$ cat config.mk
export PLATFORM = sky130hd
export DESIGN_NAME = mem_arbiter_flat
export DESIGN_NICKNAME = d
export VERILOG_FILES = /design/src/rtl/mem_arbiter_if.sv /design/src/rtl/mem_arbiter.sv /design/src/flat_wrapper.sv
export SDC_FILE = /design/constraint.sdc
export NUM_CORES = 1
export LEC_CHECK = 0
export BUFFER_PORTS_ARGS = -buffer_cell sky130_fd_sc_hd__buf_4
export CORE_ASPECT_RATIO = 0.5
export CORE_MARGIN = 2
export CORE_UTILIZATION = 43
export DETAILED_ROUTE_END_ITERATION = 10
export PLACE_DENSITY_LB_ADDON = 0.05
export RECOVER_POWER = 25
export REMOVE_ABC_BUFFERS = 1
export SYNTH_ARGS = -nofsm -noshare
export SYNTH_HDL_FRONTEND = slang
export SYNTH_SLANG_ARGS = --single-unit
export TNS_END_PERCENT = 50
$ cat constraint.sdc
create_clock -name clk -period 4.7 [get_ports clk]
set_input_delay 0.94 -clock clk [delete_from_list [all_inputs] [get_ports clk]]
set_output_delay 0.94 -clock clk [all_outputs]
set_load 0.1 [all_outputs]
$ cat src/rtl/mem_arbiter_if.sv
// ---------------------------------------------------------------------------
// mem_arbiter_if
// Bundles the three buses around the memory arbiter.
//   Fetch side : i_req, i_addr (to arbiter), i_data, i_ack (from arbiter)
//   Data side  : d_ren, d_wen, d_addr, d_wdata (to arbiter),
//                d_rdata, d_ack (from arbiter)
//   Memory side: m_req, m_we, m_addr, m_wdata (from arbiter),
//                m_rdata, m_ack (to arbiter)
//   Status     : stall, timeout_err (from arbiter)
// Modports:
//   slave  - the arbiter itself
//   master - the environment (core plus memory) that talks to the arbiter
// ---------------------------------------------------------------------------
interface mem_arbiter_if;
   logic        i_req;
   logic [31:0] i_addr;
   logic [31:0] i_data;
   logic        i_ack;

   logic        d_ren;
   logic        d_wen;
   logic [31:0] d_addr;
   logic [31:0] d_wdata;
   logic [31:0] d_rdata;
   logic        d_ack;

   logic        m_req;
   logic        m_we;
   logic [31:0] m_addr;
   logic [31:0] m_wdata;
   logic [31:0] m_rdata;
   logic        m_ack;

   logic        stall;
   logic        timeout_err;

   modport slave (
      input  i_req, i_addr, d_ren, d_wen, d_addr, d_wdata, m_rdata, m_ack,
      output i_data, i_ack, d_rdata, d_ack, m_req, m_we, m_addr, m_wdata,
             stall, timeout_err
   );

   modport master (
      output i_req, i_addr, d_ren, d_wen, d_addr, d_wdata, m_rdata, m_ack,
      input  i_data, i_ack, d_rdata, d_ack, m_req, m_we, m_addr, m_wdata,
             stall, timeout_err
   );
endinterface

$ cat src/rtl/mem_arbiter.sv
// ---------------------------------------------------------------------------
// mem_arbiter
// Shares one memory port between an instruction-fetch requester and a data
// requester. Exactly one memory access is outstanding at a time. A granted
// access stays on the memory bus until m_ack or until MAX_WAIT wait cycles
// elapse, after which it is aborted with read data 32'hDEADBEEF and a
// timeout_err pulse alongside the requester's ack.
//
// Parameters:
//   MAX_WAIT  - wait-counter value at which an unanswered access is aborted
//               (1..255)
// Ports:
//   clk       - clock, rising edge
//   rst       - asynchronous active-high reset
//   bus       - mem_arbiter_if.slave (fetch, data, memory and status buses)
//
// Optional feature macro ARB_RR_EN:
//   defined   - on simultaneous fetch and data requests, grant the side that
//               did not get the previous grant (last-grant flag resets to
//               "data", so the first contended grant goes to fetch)
//   undefined - fixed priority, data always wins over fetch
// ---------------------------------------------------------------------------
module mem_arbiter #(
   parameter int unsigned MAX_WAIT = 15
) (
   input  logic          clk,
   input  logic          rst,
   mem_arbiter_if.slave  bus
);

   typedef enum logic [1:0] {
      IDLE,
      BUSY_I,
      BUSY_D,
      DONE
   } state_t;

   localparam logic [7:0] MAX_WAIT_CNT = 8'(MAX_WAIT);
   localparam logic [31:0] TIMEOUT_WORD = 32'hDEADBEEF;

   state_t      state;
   state_t      state_next;
   logic [7:0]  wait_cnt;
   logic [7:0]  wait_cnt_next;

   logic [31:0] lat_addr;
   logic [31:0] lat_wdata;
   logic        lat_we;
   logic        grant_data;
   logic        timed_out;
   logic [31:0] i_data_q;
   logic [31:0] d_rdata_q;

   logic        data_req;
   logic        pick_data;
   logic        grant_now;
   logic        reply_now;
   logic        timeout_now;
   logic        busy;
   logic [31:0] captured_word;

`ifdef ARB_RR_EN
   logic        last_data;
`endif

   assign data_req = bus.d_ren | bus.d_wen;

   // Pick the side to grant when leaving IDLE. With round-robin enabled a
   // contended request goes to whichever side did not win last time; an
   // uncontended request always goes to whoever is asking.
`ifdef ARB_RR_EN
   assign pick_data = data_req & (~bus.i_req | ~last_data);
`else
   assign pick_data = data_req;
`endif

   // Next-state logic. IDLE grants, BUSY waits for the memory reply or the
   // timeout, DONE is the single ack cycle and never grants, so the two
   // requesters always see at least one IDLE cycle between accesses.
   always_comb begin
      state_next    = state;
      wait_cnt_next = wait_cnt;
      grant_now     = 1'b0;
      reply_now     = 1'b0;
      timeout_now   = 1'b0;
      case (state)
         IDLE: begin
            if (data_req | bus.i_req) begin
               grant_now     = 1'b1;
               wait_cnt_next = 8'd0;
               state_next    = pick_data ? BUSY_D : BUSY_I;
            end
         end
         BUSY_I, BUSY_D: begin
            if (bus.m_ack) begin
               reply_now  = 1'b1;
               state_next = DONE;
            end else if (wait_cnt == MAX_WAIT_CNT) begin
               timeout_now = 1'b1;
               state_next  = DONE;
            end else begin
               wait_cnt_next = wait_cnt + 8'd1;
            end
         end
         DONE: begin
            state_next = IDLE;
         end
         default: begin
            state_next = IDLE;
         end
      endcase
   end

   assign captured_word = timeout_now ? TIMEOUT_WORD : bus.m_rdata;

   // State register and wait counter. Reset can land mid-access; it simply
   // drops the access, so no ack or timeout pulse is ever produced for it.
   always_ff @(posedge clk or posedge rst) begin
      if (rst) begin
         state    <= IDLE;
         wait_cnt <= 8'd0;
      end else begin
         state    <= state_next;
         wait_cnt <= wait_cnt_next;
      end
   end

   // Access latch and read-data capture. Address, write data and write
   // strobe are frozen at grant time so the memory bus is stable for the
   // whole access. A fetch carries no write data. Asserting both d_ren and
   // d_wen counts as a write. Read data is held until the next completion
   // for the same side.
   always_ff @(posedge clk or posedge rst) begin
      if (rst) begin
         lat_addr   <= 32'd0;
         lat_wdata  <= 32'd0;
         lat_we     <= 1'b0;
         grant_data <= 1'b0;
         timed_out  <= 1'b0;
         i_data_q   <= 32'd0;
         d_rdata_q  <= 32'd0;
      end else begin
         if (grant_now) begin
            lat_addr   <= pick_data ? bus.d_addr : bus.i_addr;
            lat_wdata  <= pick_data ? bus.d_wdata : 32'd0;
            lat_we     <= pick_data & bus.d_wen;
            grant_data <= pick_data;
            timed_out  <= 1'b0;
         end
         if (reply_now | timeout_now) begin
            timed_out <= timeout_now;
            if (grant_data) begin
               d_rdata_q <= captured_word;
            end else begin
               i_data_q <= captured_word;
            end
         end
      end
   end

`ifdef ARB_RR_EN
   // Last-grant flag for round-robin; starts out as "data served last".
   always_ff @(posedge clk or posedge rst) begin
      if (rst) begin
         last_data <= 1'b1;
      end else if (grant_now) begin
         last_data <= pick_data;
      end
   end
`endif

   // Output decode. The memory bus is driven only while an access is in
   // flight and is all-zero otherwise. Stall is combinational so the core
   // releases its stage enables in the very cycle the ack arrives.
   assign busy            = (state == BUSY_I) | (state == BUSY_D);
   assign bus.m_req       = busy;
   assign bus.m_we        = (state == BUSY_D) & lat_we;
   assign bus.m_addr      = busy ? lat_addr  : 32'd0;
   assign bus.m_wdata     = busy ? lat_wdata : 32'd0;
   assign bus.i_ack       = (state == DONE) & ~grant_data;
   assign bus.d_ack       = (state == DONE) &  grant_data;
   assign bus.timeout_err = (state == DONE) &  timed_out;
   assign bus.i_data      = i_data_q;
   assign bus.d_rdata     = d_rdata_q;
   assign bus.stall       = (bus.i_req & ~bus.i_ack) | (data_req & ~bus.d_ack);

endmodule

$ cat src/flat_wrapper.sv
// flat-port wrapper written by rule: the top's interface ports become plain ports
module mem_arbiter_flat 
#(
   parameter int unsigned MAX_WAIT = 15
)
  (clk, rst, bus_i_req, bus_i_addr, bus_d_ren, bus_d_wen, bus_d_addr, bus_d_wdata, bus_m_rdata, bus_m_ack, bus_i_data, bus_i_ack, bus_d_rdata, bus_d_ack, bus_m_req, bus_m_we, bus_m_addr, bus_m_wdata, bus_stall, bus_timeout_err);
  mem_arbiter_if bus_i ();
  input  logic clk;
  input  logic rst;
  input wire logic [$bits(bus_i.i_req)-1:0] bus_i_req;
  input wire logic [$bits(bus_i.i_addr)-1:0] bus_i_addr;
  input wire logic [$bits(bus_i.d_ren)-1:0] bus_d_ren;
  input wire logic [$bits(bus_i.d_wen)-1:0] bus_d_wen;
  input wire logic [$bits(bus_i.d_addr)-1:0] bus_d_addr;
  input wire logic [$bits(bus_i.d_wdata)-1:0] bus_d_wdata;
  input wire logic [$bits(bus_i.m_rdata)-1:0] bus_m_rdata;
  input wire logic [$bits(bus_i.m_ack)-1:0] bus_m_ack;
  output wire logic [$bits(bus_i.i_data)-1:0] bus_i_data;
  output wire logic [$bits(bus_i.i_ack)-1:0] bus_i_ack;
  output wire logic [$bits(bus_i.d_rdata)-1:0] bus_d_rdata;
  output wire logic [$bits(bus_i.d_ack)-1:0] bus_d_ack;
  output wire logic [$bits(bus_i.m_req)-1:0] bus_m_req;
  output wire logic [$bits(bus_i.m_we)-1:0] bus_m_we;
  output wire logic [$bits(bus_i.m_addr)-1:0] bus_m_addr;
  output wire logic [$bits(bus_i.m_wdata)-1:0] bus_m_wdata;
  output wire logic [$bits(bus_i.stall)-1:0] bus_stall;
  output wire logic [$bits(bus_i.timeout_err)-1:0] bus_timeout_err;
  assign bus_i.i_req = bus_i_req;
  assign bus_i.i_addr = bus_i_addr;
  assign bus_i.d_ren = bus_d_ren;
  assign bus_i.d_wen = bus_d_wen;
  assign bus_i.d_addr = bus_d_addr;
  assign bus_i.d_wdata = bus_d_wdata;
  assign bus_i.m_rdata = bus_m_rdata;
  assign bus_i.m_ack = bus_m_ack;
  assign bus_i_data = bus_i.i_data;
  assign bus_i_ack = bus_i.i_ack;
  assign bus_d_rdata = bus_i.d_rdata;
  assign bus_d_ack = bus_i.d_ack;
  assign bus_m_req = bus_i.m_req;
  assign bus_m_we = bus_i.m_we;
  assign bus_m_addr = bus_i.m_addr;
  assign bus_m_wdata = bus_i.m_wdata;
  assign bus_stall = bus_i.stall;
  assign bus_timeout_err = bus_i.timeout_err;
  mem_arbiter #(.MAX_WAIT(MAX_WAIT)) u_core (.clk(clk), .rst(rst), .bus(bus_i));
endmodule
Yosys cells after proc, flatten, opt, wreduce, memory -nomap -nowiden:

Index checks and enable logic that the tools add are counted.
Widths: inputs -> output; s select.

* add/sub/neg operators: 1
* equality and inequality tests: 8
* mux-type cells: 23
* bitwise gates (word level): 15
* reductions and logical operators: 8

Operators with widths (number)
* $mux 32: 5
* $mux 8: 3
* $pmux 8 s2: 1
* $mux 1: 9
* $add 8x1->8 const B: 1
* $eq 8x4->1 const B: 1
* $mux 2: 4
* $and 1x1->1: 7
* $pmux 2 s3: 1
* $reduce_and 2->1: 3
* $or 1x1->1: 5
* $eq 2x2->1 const B: 2
* $ne 2x2->1 const B: 2
* $reduce_and 4->1: 1
* $reduce_bool 2->1: 2
* $ne 3x2->1 const B: 1
* $not 1->1: 3
* $eq 2x1->1 const B: 1
* $logic_not 2->1: 1
* $ne 2x1->1 const B: 1
* $reduce_or 2->1: 1

* register bits after elaboration: 141
* bits of input ports: 134
* output and inout port bits: 134
* logic and storage cells: 64

Depth between registers and ports, before layout:

* depth after elaboration: 6
* depth in mapped cells: 8
* gate-level depth less buffers: 6

Worst setup path after synthesis:

Ideal clock, no wire load.

* path type: register -> output
* start: reg u_core.state[1]
* end: out bus_stall
* arrival time: 3046 ps
* required time: 3760 ps
* setup slack: 714 ps
* stages on the path, launching flop included: 4
* path buffers: 0
* cells stage by stage: dfrtp_1 > ha_1 > nor2b_1 > o22ai_1

* longest elaborated chain between the ends: 5
* elaborated cells on any way between the ends: 8
* those cells by class: 1 x eq/ne; 7 x bitwise

Ends and longest elaborated chain
* start, declared: line mem_arbiter.sv:41 `state_t state;`
* start signal, assigned: line mem_arbiter.sv:123 `state <= state_next;`
* $eq 2x2->1: line mem_arbiter.sv:180 `assign bus.i_ack = (state == DONE) & ~grant_data;`
* $and 1x1->1: line mem_arbiter.sv:180
* named net bus_i_ack: line flat_wrapper.sv:19 `output wire logic [$bits(bus_i.i_ack)-1:0] bus_i_ack;`
* $not 1->1: line mem_arbiter.sv:185 `assign bus.stall = (bus.i_req & ~bus.i_ack) | (data_req & ~bus.d_ack);`
* $and 1x1->1: line mem_arbiter.sv:185
* $or 1x1->1: line mem_arbiter.sv:185
* end, declared: line flat_wrapper.sv:26 `output wire logic [$bits(bus_i.stall)-1:0] bus_stall;`

The timed path passes the listed nets, and every way through them passes these cells.

Final worst setup path:

* start: reg u_core.state[1]
* end: out bus_m_addr[0]

* longest elaborated chain between the ends: 3
* elaborated cells on any way between the ends: 4
* those cells by class: 2 x eq/ne; 1 x mux; 1 x bitwise

Ends and longest elaborated chain
* $eq 2x1->1 or $eq 2x2->1 (tied branches): line mem_arbiter.sv:175 `assign busy = (state == BUSY_I) | (state == BUSY_D);`
* $or 1x1->1 (*): line mem_arbiter.sv:175
* $mux 32 (*): line mem_arbiter.sv:178 `assign bus.m_addr = busy ? lat_addr : 32'd0;`
* end, declared: line flat_wrapper.sv:24 `output wire logic [$bits(bus_i.m_addr)-1:0] bus_m_addr;`

Every way passes the cells marked *; elsewhere a longest branch is shown, timed or not.

==> flow_summary_export.csv <==
group,metric,value,unit
synth,netlist_instances,516,
placed_design,portBuffers,267,
global_route,grt_first_pass_wirelength,24.3,mm
clocking,cts_tree,"built",
clocking,cts.clk_slew.worst_paths,0.06,ns
worst_hold_path,hp-class,"flop to flop",
timing,hold_ws,0.469,ns
setup_path,end_kind,"output pin",
global_route,grt_max_degree,100,
routing,drtIter0Drc,223,
status,status,"finished with violations",
status,violations,"capacitance limit, slew limit",
placed_design,gp_congestion,0.790,
setup_path,critical_path.cell_chain,"inv_1 > ha_2 > buf_4 > and2_1 > buf_4",
timing,rsz0062_at_grt,"false",
setup_path,r2r-start,"u_core.state[1]",
clocking,worstSkewPairLatency,0.41,ns
routing,drt_first_pass_iters,5,
synth,seq_area_frac_synth,0.583,
clocking,cts_sinks,141,
placed_design,dp.cells,943,
placed_design,dp_hpwl,11.2,mm
finish,diodes,0,
placed_design,dpl_cell_area,8190,sq um
global_route,grt_use_total,0.208,
die,initial_core_util,0.443,
setup_path,r2r_cells,6,
timing,fmax,291,MHz
finish,finalNonFillerCells,975,
synth,ys_warn_count,0,
finish,design_area,8820,sq um
setup_path,critPathMaxStageDelay,0.79,ns
setup_path,r2r_end,"u_core.bus.d_rdata[7]",
routing,post_drt_via_cell_ratio,4.97,
routing,vias,4848,
clocking,cts_root_buffer,"clkbuf_16",
routing,antenna_left,0,
die,pin_count,268,
clocking,cts_buffer_depth,2,
setup_path,path_class,"flop to output pin",
synth,ys_types,41,
clocking,cts_resized,0,
worst_hold_path,min-delay-start,"u_core.lat_addr[31]",
setup_path,startpoint,"u_core.state[1]",
setup_path,cp_max_fo,47,
global_route,grt_pass1_vias,4851,
finish,layout_common_cells,"273 x buf_4, 141 x dfrtp_1, 68 x and2_1",
setup_path,cpMostUsedCell,"buf_4",
clocking,post-cts-setup-buffers,0,
die,rows,30,
timing,max_slew_margin,-0.951,
die,core_area,13700,sq um
finish,area_delta_synth_final,45.7,%
synth,async_flop_share,1.00,
clocking,cts_buffers,17,
routing,wl_per_cell,16.0,um
routing,post-route-drc-count,0,
timing,drv_slew,82,
timing,worst_slew_pin_slew,2.92,ns
routing,drt_wl_total,15.6,mm
synth,ys_ff_latch,141,
setup_path,cp-start-kind,"flop",
setup_path,crit_path_end,"bus_m_addr[0]",
setup_path,required,3.76,ns
global_route,grt_remaining_overflow,0,
global_route,antenna_found_initial,0,
setup_path,cpMaxStageDelayCell,"ha_2",
timing,setup_viol,0,
setup_path,arrival,2.50,ns
finish,nNetsFinal,908,
timing,finalHoldViolCount,0,
synth,synth_flop_cell,"dfrtp_1",
clocking,htree_levels,4,
die,die_w,172,um
timing,period_needed,3.44,ns
finish,drive_gt1_frac,0.400,
die,die_area,15100,sq um
synth,synth-edff-count,0,
synth,netlist_area,6060,sq um
clocking,hold_buffers,0,
finish,mostFrequentLayoutCell,"buf_4",
flow_run,drv_cap,1,
timing,period_share,0.731,
die,fp.dieH,87.9,um
setup_path,rrSetupSlack,1.78,ns
synth,postSynthAreaPerCell,11.7,sq um
timing,clock_skew,0.0140,ns
==> registers in the layout (all words and copies together), names as in the netlist <==
register	count
u_core.bus.d_rdata	32
u_core.lat_addr	32
u_core.wait_cnt	8
u_core.timed_out	1
u_core.state	2
u_core.lat_wdata	32
u_core.grant_data	1
u_core.bus.i_data	32
u_core.lat_we	1
==> metal layers <==
layer	vias to the layer above	routed length [um]	GRT usage
li1	2373	-	-
met1	2318	6880	0.262
met2	151	7540	0.349
met3	6	1110	0.0682
met4	0	89	0.0581
met5	-	0	0
==> how the worst min path moves through the flow <==
stage,endpoint,cells past startpoint
floorplan,u_core.lat_addr[0],2
global placement,u_core.lat_addr[5],2
detailed placement,u_core.lat_addr[23],2
CTS,u_core.lat_addr[23],2
global route,u_core.lat_addr[24],2
finish,u_core.lat_addr[31],2
==> critical path: cells and delay by family, from the launching register on <==
kind                     cells  cell delay (ns)
adder cells (fa/ha/maj)      1             0.79
buffers and inverters        3             0.74
flip-flops                   1             0.38
AND/OR/NAND/NOR              1             0.17
==> per-stage QoR <==
stage	setup slack (ns)	setup TNS [ns]	utilization
after floorplan	-0.826	-4.11	-
after global placement	1.72	0	0.600
after detailed placement	1.64	0	0.600
after CTS	1.20	0	0.646
after global routing	0.789	0	0.646
final	1.26	0	0.646
==> area by class of cell <==
cell class | instances | area (sq um)
clock inverters | 14 | 196
clock buffers | 18 | 439
flip-flops and latches | 141 | 3530
repair buffers | 274 | 2060
inverters | 5 | 18.8
multi-input cells | 331 | 2340
well taps | 192 | 240
fillers | 1163 | 4840
==> cells in the mapped netlist, types with 4 or more instances <==
| library cell | count | area share |
|---|---|---|
| ha_1 | 4 | 0.0083 |
| dfrtp_1 | 141 | 0.58 |
| a22o_1 | 49 | 0.071 |
| clkbuf_1 | 29 | 0.018 |
| a31oi_1 | 5 | 0.0052 |
| and2_1 | 68 | 0.070 |
| inv_1 | 5 | 0.0031 |
| nor2_1 | 9 | 0.0056 |
| o21ai_0 | 37 | 0.031 |
| a21oi_1 | 8 | 0.0066 |
| buf_6 | 4 | 0.0074 |
| o22a_1 | 48 | 0.069 |
| nand2_1 | 39 | 0.024 |
| mux2i_1 | 32 | 0.053 |
==> kinds of logic after synthesis <==
kind of cell / count (synthesis) / synth area share
AOI/OAI and AO/OA: 161 / 0.203
DFF: 141 / 0.583
and+or+nand+nor: 134 / 0.119
buffers and inverters: 44 / 0.0341
muxes: 32 / 0.0529
adders and majority gates: 4 / 0.00826
Power is left out: the tool's default activity adds up to more than one toggle a clock period on the data nets, which glitch-free logic cannot reach.
